===== config.mk =====
export PLATFORM = sky130hd
export DESIGN_NAME = predictor_arbiter_flat
export DESIGN_NICKNAME = d
export VERILOG_FILES = /design/src/rtl/predictor_pkg.sv /design/src/rtl/predictor_arbiter_if.sv /design/src/rtl/predictor_update_fifo.sv /design/src/rtl/predictor_arbiter.sv /design/src/flat_wrapper.sv
export SDC_FILE = /design/constraint.sdc
export NUM_CORES = 1
export LEC_CHECK = 0
export ABC_AREA = 1
export CAP_MARGIN = 10
export CORE_MARGIN = 5
export CORE_UTILIZATION = 45
export CTS_CLUSTER_SIZE = 24
export DETAILED_ROUTE_END_ITERATION = 7
export PLACE_DENSITY_LB_ADDON = 0.1
export SYNTH_ARGS = -nofsm -noshare
export SYNTH_HDL_FRONTEND = slang
export SYNTH_HIERARCHICAL = 1
export SYNTH_SLANG_ARGS = --single-unit

===== constraint.sdc =====
create_clock -name clk -period 2.4 [get_ports clk]
set_input_delay 0.48 -clock clk [delete_from_list [all_inputs] [get_ports clk]]
set_output_delay 0.48 -clock clk [all_outputs]
set_load 0.05 [all_outputs]

===== src/rtl/predictor_pkg.sv =====
// Shared definitions for the branch predictor table and its arbiter.
//   PRED_IDX_W   table index width (ENTRIES = 2**PRED_IDX_W)
//   CTR_RESET    power-on value of every 2-bit counter (weakly not-taken)
//   upd_entry_t  one queued resolve outcome {idx, taken}
//   sat_inc/dec  saturating 2-bit counter arithmetic
package predictor_pkg;

  localparam int         PRED_IDX_W = 4;
  localparam logic [1:0] CTR_RESET  = 2'b01;

  typedef struct packed {
    logic [PRED_IDX_W-1:0] idx;
    logic                  taken;
  } upd_entry_t;

  function automatic logic [1:0] sat_inc(input logic [1:0] ctr);
    return (ctr == 2'b11) ? ctr : ctr + 2'd1;
  endfunction

  function automatic logic [1:0] sat_dec(input logic [1:0] ctr);
    return (ctr == 2'b00) ? ctr : ctr - 2'd1;
  endfunction

endpackage


===== src/rtl/predictor_arbiter_if.sv =====
// Fetch-lookup and execute-resolve signals of the predictor arbiter.
//   slave  : the arbiter side (consumes request/result, drives ack/prediction)
//   master : the fetch/execute side
//   request/lookup_idx -> lookup_ack (comb), prediction/pred_valid (registered)
//   result/update_idx/taken -> update_ready (comb), queue_count
interface predictor_arbiter_if
  import predictor_pkg::*;
#(
  parameter int IDX_W      = PRED_IDX_W,
  parameter int FIFO_DEPTH = 4
);
  localparam int CNT_W = $clog2(FIFO_DEPTH) + 1;

  logic             request;
  logic [IDX_W-1:0] lookup_idx;
  logic             lookup_ack;
  logic             prediction;
  logic             pred_valid;
  logic             result;
  logic [IDX_W-1:0] update_idx;
  logic             taken;
  logic             update_ready;
  logic [CNT_W-1:0] queue_count;

  modport slave (
    input  request, lookup_idx, result, update_idx, taken,
    output lookup_ack, prediction, pred_valid, update_ready, queue_count
  );

  modport master (
    output request, lookup_idx, result, update_idx, taken,
    input  lookup_ack, prediction, pred_valid, update_ready, queue_count
  );

endinterface


===== src/rtl/predictor_update_fifo.sv =====
// Small circular queue holding resolved-branch outcomes until the table is free.
//   clk, rst_n  clock / async active-low reset (pointers and count only)
//   push_i      enqueue wdata_i (caller guarantees !full_o)
//   pop_i       dequeue head_o (caller guarantees !empty_o)
//   head_o      oldest entry
//   full_o, empty_o, count_o  occupancy
module predictor_update_fifo
  import predictor_pkg::*;
#(
  parameter  int FIFO_DEPTH = 4,
  localparam int PTR_W      = $clog2(FIFO_DEPTH),
  localparam int CNT_W      = PTR_W + 1
) (
  input  logic             clk,
  input  logic             rst_n,
  input  logic             push_i,
  input  logic             pop_i,
  input  upd_entry_t       wdata_i,
  output upd_entry_t       head_o,
  output logic             full_o,
  output logic             empty_o,
  output logic [CNT_W-1:0] count_o
);

  upd_entry_t       mem_q [FIFO_DEPTH];
  logic [PTR_W-1:0] wr_ptr_q, wr_ptr_d;
  logic [PTR_W-1:0] rd_ptr_q, rd_ptr_d;
  logic [CNT_W-1:0] count_q,  count_d;

  // Depth is a power of two, so pointers wrap by natural overflow.
  always_comb begin
    wr_ptr_d = push_i ? wr_ptr_q + PTR_W'(1) : wr_ptr_q;
    rd_ptr_d = pop_i  ? rd_ptr_q + PTR_W'(1) : rd_ptr_q;
    unique case ({push_i, pop_i})
      2'b10:   count_d = count_q + CNT_W'(1);
      2'b01:   count_d = count_q - CNT_W'(1);
      default: count_d = count_q;
    endcase
  end

  always_ff @(posedge clk or negedge rst_n) begin
    if (!rst_n) begin
      wr_ptr_q <= '0;
      rd_ptr_q <= '0;
      count_q  <= '0;
    end else begin
      wr_ptr_q <= wr_ptr_d;
      rd_ptr_q <= rd_ptr_d;
      count_q  <= count_d;
    end
  end

  // Payload storage carries no reset; occupancy alone decides validity.
  always_ff @(posedge clk) begin
    if (push_i) mem_q[wr_ptr_q] <= wdata_i;
  end

  assign head_o  = mem_q[rd_ptr_q];
  assign full_o  = (count_q == CNT_W'(FIFO_DEPTH));
  assign empty_o = (count_q == '0);
  assign count_o = count_q;

endmodule


===== src/rtl/predictor_arbiter.sv =====
// Table of 2-bit saturating branch counters shared between a fetch lookup
// port and an execute resolve port. One table operation per cycle: lookups
// win unless the update queue is full or has been starved for STARVE_MAX
// consecutive lookups, or there is no lookup pending.
//   clk, rst_n  clock / async active-low reset
//   bus         predictor_arbiter_if.slave (lookup and resolve handshakes)
module predictor_arbiter
  import predictor_pkg::*;
#(
  parameter int FIFO_DEPTH = 4,
  parameter int STARVE_MAX = 8
) (
  input  logic clk,
  input  logic rst_n,
  predictor_arbiter_if.slave bus
);

  localparam int IDX_W   = PRED_IDX_W;
  localparam int ENTRIES = 2 ** IDX_W;
  localparam int CNT_W   = $clog2(FIFO_DEPTH) + 1;
  localparam int SW      = $clog2(STARVE_MAX + 1);

  logic [1:0]       table_q [ENTRIES];
  logic [SW-1:0]    starve_q, starve_d;
  logic             prediction_q, prediction_d;
  logic             pred_valid_q, pred_valid_d;

  logic             fifo_full, fifo_empty, fifo_push;
  logic [CNT_W-1:0] fifo_count;
  upd_entry_t       fifo_head, fifo_wdata;
  logic             drain, ack;
  logic [1:0]       ctr_next;

  assign fifo_push  = bus.result && !fifo_full;
  assign fifo_wdata = '{idx: bus.update_idx, taken: bus.taken};

  predictor_update_fifo #(
    .FIFO_DEPTH (FIFO_DEPTH)
  ) u_fifo (
    .clk     (clk),
    .rst_n   (rst_n),
    .push_i  (fifo_push),
    .pop_i   (drain),
    .wdata_i (fifo_wdata),
    .head_o  (fifo_head),
    .full_o  (fifo_full),
    .empty_o (fifo_empty),
    .count_o (fifo_count)
  );

  // Arbitration: a drain preempts the lookup when updates are pending and
  // either nobody is looking up, the queue is full, or it has been starved.
  always_comb begin
    drain = !fifo_empty &&
            (!bus.request || fifo_full || (starve_q == SW'(STARVE_MAX)));
    ack   = bus.request && !drain;
  end

  // Starve counter only measures lookups that bypassed a non-empty queue.
  always_comb begin
    starve_d = starve_q;
    if (drain || fifo_empty)
      starve_d = '0;
    else if (ack && (starve_q != SW'(STARVE_MAX)))
      starve_d = starve_q + SW'(1);
  end

  // Lookup reads architectural table state; queued updates are not forwarded.
  always_comb begin
    prediction_d = ack ? table_q[bus.lookup_idx][1] : prediction_q;
    pred_valid_d = ack;
    ctr_next     = fifo_head.taken ? sat_inc(table_q[fifo_head.idx])
                                   : sat_dec(table_q[fifo_head.idx]);
  end

  // ---- stage boundary: table write, starve counter, prediction output ----
  always_ff @(posedge clk or negedge rst_n) begin
    if (!rst_n) begin
      for (int i = 0; i < ENTRIES; i++) table_q[i] <= CTR_RESET;
      starve_q     <= '0;
      prediction_q <= 1'b0;
      pred_valid_q <= 1'b0;
    end else begin
      if (drain) table_q[fifo_head.idx] <= ctr_next;
      starve_q     <= starve_d;
      prediction_q <= prediction_d;
      pred_valid_q <= pred_valid_d;
    end
  end

  assign bus.lookup_ack   = ack;
  assign bus.prediction   = prediction_q;
  assign bus.pred_valid   = pred_valid_q;
  assign bus.update_ready = !fifo_full;
  assign bus.queue_count  = fifo_count;

endmodule


===== src/flat_wrapper.sv =====
// flat-port wrapper written by rule: the top's interface ports become plain ports
module predictor_arbiter_flat import predictor_pkg::*;
#(
  parameter int FIFO_DEPTH = 4,
  parameter int STARVE_MAX = 8
)
  (clk, rst_n, bus_request, bus_lookup_idx, bus_result, bus_update_idx, bus_taken, bus_lookup_ack, bus_prediction, bus_pred_valid, bus_update_ready, bus_queue_count);
  predictor_arbiter_if #(.IDX_W(PRED_IDX_W), .FIFO_DEPTH(FIFO_DEPTH)) bus_i ();
  input  logic clk;
  input  logic rst_n;
  input wire logic [$bits(bus_i.request)-1:0] bus_request;
  input wire logic [$bits(bus_i.lookup_idx)-1:0] bus_lookup_idx;
  input wire logic [$bits(bus_i.result)-1:0] bus_result;
  input wire logic [$bits(bus_i.update_idx)-1:0] bus_update_idx;
  input wire logic [$bits(bus_i.taken)-1:0] bus_taken;
  output wire logic [$bits(bus_i.lookup_ack)-1:0] bus_lookup_ack;
  output wire logic [$bits(bus_i.prediction)-1:0] bus_prediction;
  output wire logic [$bits(bus_i.pred_valid)-1:0] bus_pred_valid;
  output wire logic [$bits(bus_i.update_ready)-1:0] bus_update_ready;
  output wire logic [$bits(bus_i.queue_count)-1:0] bus_queue_count;
  assign bus_i.request = bus_request;
  assign bus_i.lookup_idx = bus_lookup_idx;
  assign bus_i.result = bus_result;
  assign bus_i.update_idx = bus_update_idx;
  assign bus_i.taken = bus_taken;
  assign bus_lookup_ack = bus_i.lookup_ack;
  assign bus_prediction = bus_i.prediction;
  assign bus_pred_valid = bus_i.pred_valid;
  assign bus_update_ready = bus_i.update_ready;
  assign bus_queue_count = bus_i.queue_count;
  predictor_arbiter #(.FIFO_DEPTH(FIFO_DEPTH), .STARVE_MAX(STARVE_MAX)) u_core (.clk(clk), .rst_n(rst_n), .bus(bus_i));
endmodule

; Word-level counts from Yosys, hierarchy flattened
; Memory sizes are Yosys's and may differ from the RTL's.
; Index checks and enable logic that the tools add are counted.
[totals]
reg_bits = 45
ramBits = 20
in_bits = 13
out_inout_bits = 7
word_cells = 74
mem_count = 1
[classes]
add_sub_neg = 7
order_cmp = 3
eq_ne = 6
muxes = 17
bitwise_logic = 2
reduce_logical = 16
[memory_table]
columns = name, words, width, rd, rd_clocked_by_memory_dff, wr, line_no
row1 = u_core.u_fifo.mem_q, 4, 5, 1, 0, 1, predictor_update_fifo.sv:25  ; upd_entry_t mem_q [FIFO_DEPTH];
[op_table]
columns = cell, n
row1 = 32-bit bitwise mux, 1
row2 = 2-bit binary-select mux with 4-bit select, 2
row3 = 2-bit two-way mux, 8
row4 = "5-bit >= comparator, second input constant", 2
row5 = 4-bit inverter with 5-bit output, 2
row6 = 2-bit demux with 4-bit select, 1
row7 = 4-bit two-way mux, 2
row8 = "2-bit by 1-bit adder with 2-bit output, second input constant", 3
row9 = 3-bit one-hot mux with 2 select lines, 1
row10 = 1-bit logical AND, 5
row11 = "5-bit by 1-bit < comparator with 1-bit output, second input constant", 1
row12 = "4-bit by 1-bit adder with 4-bit output, second input constant", 1
row13 = "2-bit == test, second input constant", 2
row14 = "4-bit == test, second input constant", 1
row15 = 1-bit logical NOT, 4
row16 = "4-bit inequality test, second input constant", 1
row17 = 2-bit nonzero test, 2
row18 = "3-bit by 1-bit adder with 3-bit output, second input constant", 1
row19 = "3-bit == test, second input constant", 1
row20 = 3-bit logical NOT, 1
row21 = 1-bit logical OR, 3
row22 = "3-bit by 1-bit subtractor with 3-bit output, second input constant", 1
row23 = "2-bit by 1-bit == test with 1-bit output, second input constant", 1
row24 = 2-bit logical NOT, 1
row25 = 2 further kinds, 3

; Longest topological paths before layout
; Gate-level depths: netlist (run 1).
[logic_depth]
depth_word = 9
mapped_depth = 19
ltp_nobuf = 17

; Modules after synthesis
; The synthesis (run 1) kept the hierarchy.
[by_module_without_submodules]
columns = mod, n_inst, cells_each, area_each_um2, seq_area_each_um2
row1 = predictor_arbiter, 1, 325, 2214.6, 970.9
row2 = predictor_update_fifo, 1, 106, 1219.9, 775.7

; Worst setup path after synthesis (run 1)
; Ideal clock, no wire load.
[synth_path]
path_kind = register to register
start = register u_core.u_fifo.count_q[2], in the netlist u_core/u_fifo/count_o[2]
end = register u_core.u_fifo.count_q[2], in the netlist u_core/u_fifo/count_o[2]
setup_ps = 120
arrival_time_ps = 2670
required_time_ps = 2280
slack_ps = -390
path_stages_with_launch = 12
n_path_buf = 0
path_cell_list = dfrtp_1 inv_1 nor3_1 inv_1 a31oi_1 ha_1 inv_2 fa_1 nand2_1 nand3_1 nand2_1 nand2_1
[synth_between]
elab_cells_between_ends = 14
cone_classes = add/sub (2) / eq/ne (3) / mux (1) / reduce/logical (8)
[synth_lines]
columns = element, line_no
row1 = from (decl), predictor_update_fifo.sv:28  ; logic [CNT_W-1:0] count_q, count_d;
row2 = from (signal assigned), predictor_update_fifo.sv:49  ; count_q <= count_d;
row3 = 3-bit == test *, predictor_update_fifo.sv:59  ; assign full_o = (count_q == CNT_W'(FIFO_DEPTH));
row4 = via u_core.fifo_full, predictor_arbiter.sv:28  ; logic fifo_full, fifo_empty, fifo_push;
row5 = 1-bit logical NOT *, -
row6 = via bus_update_ready, flat_wrapper.sv:19  ; output wire logic [$bits(bus_i.update_ready)-1:0] bus_update_ready;
row7 = 1-bit logical AND *, predictor_arbiter.sv:34  ; assign fifo_push = bus.result && !fifo_full;
row8 = 2-bit by 1-bit == test with 1-bit output or 2-bit == test (tied branches), predictor_update_fifo.sv:34  ; unique case ({push_i, pop_i})
row9 = 3-bit one-hot mux with 2 select lines or 2-bit nonzero test (tied branches), -
; The timed path passes the listed nets; every way through them passes the cells marked *.
; A chain may end at the register's enable or synchronous reset.

==> out/qor.yml, run 1 <==
fin_nets: 494
r2r-end: "u_core/table_q[21]"
grt_max_degree: 28
drc: 0
synth-xor-area-share_pct: 1.530
dp_cells: 558
power_mw: 5.895
drtIter0Drc: 189
synth_nets: 452
viasPerCell: 4.778
postSynthAreaPerCell_sq_um: 7.969
cts_max_level: 3
seq_area_frac_synth_pct: 50.86
hold_violations: 0
clk_pin_slew_worst_paths_ps: 80
p_per_area_nw_per_um2: 1443
clk_latency_ps: 340
cts-buffers-inserted: 9
die_area_sq_um: 9480
place_congestion: 0.8848
clock_skew_ps: 10.29
cts_tree: "yes"
core_region_area_sq_um: 7331
placed_area_sq_um: 3849
status: "finished, final reports clean"
synth-async-reset-ratio_pct: 69.23
hpwl_microns: 5747
criticalPathCategory: "flip-flop to flip-flop"
synthTopCellsByArea: "dfrtp_1, nand2_1, edfxtp_1"
final_cell_area_sq_um: 4084
slew_viol_final: 0
initial_utilization_pct: 46.85
grt_use_total_pct: 17.21
drive_gt1_share_pct: 16.53
ant_nets: 0
clock_sinks: 65
ios: 20
wire_per_inst_microns: 13.40
syn-instance-count: 431
endpoint_kind: "flip-flop"
yosys.cell_count.top_type: "nand2_1"
worstPathRequired_ps: 2630
finalSetupViolCount: 0
synth_top_family_by_area: "simple AND/OR/NAND/NOR gates"
hold_path_class: "input pin to async pin"
synth_fa_ha_area_share_pct: 3.133
reg2reg_slack_ps: 150
fin_cells: 577
fmax_ghz: 0.4441
die_x_microns: 97.37
synth-simple-area-share_pct: 29.65
p_leak_nw: 1.966
crit_fanout: 9
yosys.area.top_type: "dfrtp_1"
grt_pass1_wl_microns: 13080
ys_types: 30
layout_min_cycle_time_ps: 2252
syn2layout_area_growth_pct: 18.91
slew_headroom_pct: 66.79
root_buffer: "clkbuf_8"
firstDrtPassIters: 4
overflow: 0
yosys.area.top_type_share_pct: 21.13
routed_wl_microns: 7733
tightest_slew_ps: 496.6
num_vias: 2757
r2r_cells: 14
antenna_found_initial: 0
io_buffers: 19
clk_path_buf_depth: 2
ys_ff_latch: 65
synth_flop_cell: "dfrtp_1"
start_kind: "flip-flop"
max-vdd-ir-drop_uv: 676.4
final.period_utilization_pct: 93.81
syn_area_sq_um: 3435
synth_common_cells: "nand2_1, inv_1, nor2_1"
synth_mux_area_share_pct: 0
rr_startpoint: "u_core/u_fifo/rd_ptr_q[0]"
diodes: 0
synth_compound_area_share_pct: 6.084
die_h_microns: 97.37
rows: 31
arrival_ps: 2480
n_fill_cell: 682
drv_cap: 0
synth_edf_count: 20
yosysWarnings: 6
grt_pass1_vias: 2701
## per-layer routing
layer / global-route usage (%) / part of all wire, %
met1: 23.90 / 49
met2: 26.78 / 46
met3: 3.159 / 4.0
met4: 6.390 / 1.2
met5: 0 / 0
## worst max-delay path: stages, from the launching register on
cell and delay [ps]:
dfrtp_2 440, buf_4 180, o211ai_1 210, nand2_2 170, nand2_1 150, inv_2 70, nand2_1 50, nand2_1 70
o21ai_1 180, nand2_1 90, nor2_2 140, nand2_2 100, buf_4 170, nand3_1 60, nand2_1 50
## report_power, final
group          total, mW  internal, mW  switching [mW]
Sequential          1.86          1.59           0.276
Clock              0.910         0.477           0.433
Combinational       3.12          1.14            1.98
## what timing repair did
action	CTS	global route
setup buffers	0	3
endpoints found under the hold margin	0	0
setup endpoints to repair	1	32
resized for setup	1	6
hold buffers	0	0
pin swaps	0	1
## cell families after synthesis
group                    count (synthesis)
XOR/XNOR                                 6
adder cells (fa/ha/maj)                  8
flip-flops                              65
AO/OA/AOI/OAI                           31
buffers and inverters                   69
AND/OR/NAND/NOR                        252
## placed cells by master, fill, tap and decap left out, types with 2 or more instances in the layout
master | synthesis | routed
nand3_1 | 20 | 20
a21oi_1 | 2 | 2
nor2_2 | 1 | 3
clkdlybuf4s50_1 | 0 | 16
clkinvlp_4 | 0 | 3
dfrtp_2 | 0 | 2
nand3b_1 | 2 | 2
clkbuf_8 | 0 | 9
o211ai_1 | 13 | 13
dfstp_2 | 16 | 16
nor2_1 | 41 | 39
o21ai_1 | 3 | 3
o21ai_0 | 9 | 9
xnor2_1 | 2 | 2
nor3_1 | 2 | 2
nand2_2 | 5 | 7
buf_12 | 0 | 2
inv_1 | 53 | 52
nand4_1 | 3 | 3
nand2_1 | 176 | 174
xor2_1 | 4 | 4
buf_4 | 2 | 21
edfxtp_1 | 20 | 20
ha_1 | 7 | 7
inv_2 | 6 | 6
dfrtp_1 | 29 | 27
## stage by stage
stage / setup slack, ps / util, % / TNS [ps] / hold WS [ps]
floorplan: 0.9268 / - / 0 / 184.4
global placement: 140.5 / 52.50 / 0 / 452.4
detailed placement: 108.5 / 52.50 / 0 / 458.0
CTS: 43.26 / 55.13 / 0 / 91.83
global route: -17.05 / 55.71 / -75.65 / 110.6
finish: 148.5 / 55.71 / 0 / 86.10
## flip-flops by register name (all words and copies together) (netlist names)
signal,flops
u_core/bus.pred_valid,1
u_core/u_fifo/count_o,3
u_core/table_q,32
u_core/starve_q,4
u_core/u_fifo/rd_ptr_q,2
u_core/bus.prediction,1
u_core/u_fifo/mem_q,20
u_core/u_fifo/wr_ptr_q,2
## worst max-delay path by stage
stage / from / slack, ps / to / cells after the start
after floorplan: u_core/u_fifo/count_o[0] / 0.9 / u_core/u_fifo/count_o[2] / 10
after CTS: u_core/u_fifo/rd_ptr_q[0] / 40 / u_core/table_q[10] / 15
after global routing: u_core/u_fifo/rd_ptr_q[0] / -20 / u_core/table_q[11] / 14
after detailed placement: u_core/u_fifo/rd_ptr_q[0] / 110 / u_core/table_q[29] / 14
after global placement: u_core/u_fifo/rd_ptr_q[0] / 140 / u_core/table_q[29] / 14
final: u_core/u_fifo/rd_ptr_q[0] / 150 / u_core/table_q[21] / 14
## layout make-up
cell class              instances  area, sq um  share of cell area, %
repair buffers                 41        371.6                  9.099
flip-flops and latches         65         1749                  42.83
well taps                      99        123.9                  3.033
clock buffers                   9        123.9                  3.033
clock inverters                 7        70.07                  1.716
multi-input cells             297         1421                  34.80
inverters                      59        224.0                  5.484
Power figures use the tool's default switching activity.
==> run 2, diff against run 1 <==
Settings changed: CORE_UTILIZATION 45 to 40, RECOVER_POWER set to 50.
Clock period 2.4 ns to 2.09 ns, I/O delays scaled along.
==> out/qor.yml, run 2 (same netlist as run 1, synthesis figures left out) <==
internal_power_mw: 4.000  # +25%
status: "finished, violations left"
final_common_cell: "nand2_1"
regMostFlops: "u_core/table_q"
routed_wl_microns: 7982  # +3.2%
fmax_ghz: 0.4772  # +7.5%
viasPerCell: 4.745  # -0.70%
n_fill_cell: 786  # +15%
slew_headroom_pct: 25.22  # -42 points
finalSetupViolCount: 4  # +4
clk_path_buf_depth: 2  # unchanged
antenna_found_initial: 0  # unchanged
place_congestion: 0.8445  # -4.6%
firstDrtPassIters: 5  # +1
clk_pin_slew_worst_paths_ps: 70  # about the same
start_kind: "flip-flop"
grt_setup_unrepaired: "true"
ios: 20  # unchanged
syn2layout_area_growth_pct: 26.27
slowest_stage: "dfrtp_2"
layout_min_cycle_time_ps: 2095  # -156.2 ps
slew_viol_final: 0  # unchanged
largest_reg_flops: 32  # unchanged
clock_sinks: 65  # unchanged
arrival_ps: 2330  # -150 ps
switchingPower_mw: 3.444  # +28%
hold_violations: 0  # unchanged
endpoint_kind: "flip-flop"
place_ws_ps: -94.89  # -203.4 ps
hold_path_class: "input pin to async pin"
criticalPathCategory: "flip-flop to flip-flop"
final.period_utilization_pct: 100.3  # +6.4 points
ant_nets: 0  # unchanged
die_area_sq_um: 10540  # +11%
cts_tree: "yes"
switching_share_pct: 46.27  # +0.58 points
die_x_microns: 102.7  # +5.4%
io_buffers: 19  # unchanged
violations: "setup timing"
layout_common_cells: "nand2_1, inv_1, nor2_1"
drv_cap: 0  # unchanged
core_region_area_sq_um: 8299  # +13%
ctsHoldBuffers: 0  # unchanged
clk_latency_ps: 340  # about the same
diodes: 0  # unchanged
cts-buffers-inserted: 9  # unchanged
cpMostUsedCell: "nand2_1"
drive_gt1_share_pct: 22.65  # +6.1 points
die_h_microns: 102.7  # +5.4%
clock_power_share_pct: 13.6  # -1.8 points
drc: 0  # unchanged
seqPwrFrac_pct: 29.1  # -2.5 points
grt_pass1_vias: 2593  # -4.0%
fin_nets: 506  # +2.4%
initial_utilization_pct: 41.38  # -5.5 points
hpwl_microns: 5590  # -2.7%
reg2reg_slack_ps: -5  # -150 ps
rows: 33  # +6.5%
cp_cell_sequence: "buf_2 > buf_4 > o211ai_1 > nand2_1 > inv_1 > nor2_1 > buf_4 > nand2_1 > nand2_1 > nor2_4 > buf_4 > nand2_8 > nand3_1 > nand2_1"
combPwrFrac_pct: 57.3  # +4.4 points
grt_max_degree: 46  # +64%
drtIter0Drc: 167  # -12%
root_buffer: "clkbuf_8"
p_leak_nw: 2.066  # +5.1%
num_vias: 2823  # +2.4%
reg.largest.list: "u_core/table_q (32), u_core/u_fifo/mem_q (20), u_core/starve_q (4)"
max-vdd-ir-drop_uv: 728.7  # +7.7%
clock_skew_ps: 9.678  # -0.6100 ps
grt_use_total_pct: 15.95  # -1.3 points
final.setup.worst_slack_ps: -5.385  # -153.8 ps
crit_fanout: 8  # -1
overflow: 0  # unchanged
grt_pass1_wl_microns: 12740  # -2.6%
wire_per_inst_microns: 13.42  # about the same
fin_setup_tns_ps: -13.35  # -13.35 ps
tightest_slew_ps: 1122  # +625.0 ps
cp_slowest_stage_delay_ps: 410  # -30 ps
cts_max_level: 3  # unchanged
p_per_area_nw_per_um2: 1717  # +19%
worstPathRequired_ps: 2320  # -310 ps
-- run 2: cell types whose count changed in the layout (fill, tap and decap cells not counted), moves of 3 or more --
cell / change
nand2_1: -9
nand2_2: +6
buf_6: +6
nand2_8: +3
-- run 2: final cells by class --
class                      instances  area [sq um]  share of cell area (%)
clock buffer                      10         127.6                   2.943
inverter                          59         226.5                   5.222
tap                              105         131.4                   3.029
clock inverter                     6         58.81                   1.356
multi-input combinational        299          1564                   36.06
timing repair buffer              51         476.7                   10.99
sequential                        65          1752                   40.39
-- run 2: worst max-delay path: cells and delay by family, from the launching register on --
family          cells  cell delay [ps]
flops               1              410
simple gates        8              710
buf+inv             5              690
compound gates      1              170
-- run 2: path summary, 6_finish.rpt --
| check | to | startpoint | depth (start not counted) |
|---|---|---|---|
| setup / recovery | u_core/table_q[5] | u_core/u_fifo/rd_ptr_q[0] | 14 |
| max in group asynchronous | u_core/u_fifo/rd_ptr_q[0] | rst_n | 2 |
| setup reg to reg | u_core/table_q[5] | u_core/u_fifo/rd_ptr_q[0] | 14 |
| hold reg to reg | u_core/table_q[30] | u_core/table_q[30] | 2 |
| hold / removal | u_core/table_q[31] | rst_n | 2 |
| min in group clk | u_core/table_q[30] | u_core/table_q[30] | 2 |
-- run 2: through the flow --
step | utilization, % | cell area [sq um] | cells | hold WS [ps] | total power [mW]
6_report | 52.25 | 4337 | 595 | 374.1 | 7.444
5_1_grt | 52.25 | 4337 | 595 | 456.5 | 8.001
4_1_cts | 49.92 | 4143 | 586 | 169.0 | 6.723
3_5_place_dp | 46.93 | 3895 | 568 | 457.6 | 5.508
3_3_place_gp | 46.93 | 3895 | 568 | 457.2 | 5.497
2_1_floorplan | - | 3475 | 431 | 122.4 | 4.491
-- run 2: power groups by stage --
stage / Clock (mW) / Combinational (mW) / Sequential, mW
floorplan: 0 / 2.27 / 2.22
global placement: 0 / 3.30 / 2.20
finish: 1.02 / 4.26 / 2.17
global route: 1.12 / 4.67 / 2.21
detailed placement: 0 / 3.31 / 2.20
CTS: 1.05 / 3.52 / 2.16
-- run 2: timing repair --
action / CTS / global route
setup buffers: 2 / 7
setup endpoints to repair: 34 / 34
pin swaps: 4 / 18
cloned: 0 / 2
resized for setup: 15 / 23
-- run 2: layer usage --
layer	track usage (%)	part of all wire [%]	vias up
met4	5.752	1.5	0
met3	3.654	4.8	9
met5	0	0	-
met2	24.28	46	62
met1	22.30	48	1300
li1	-	-	1452
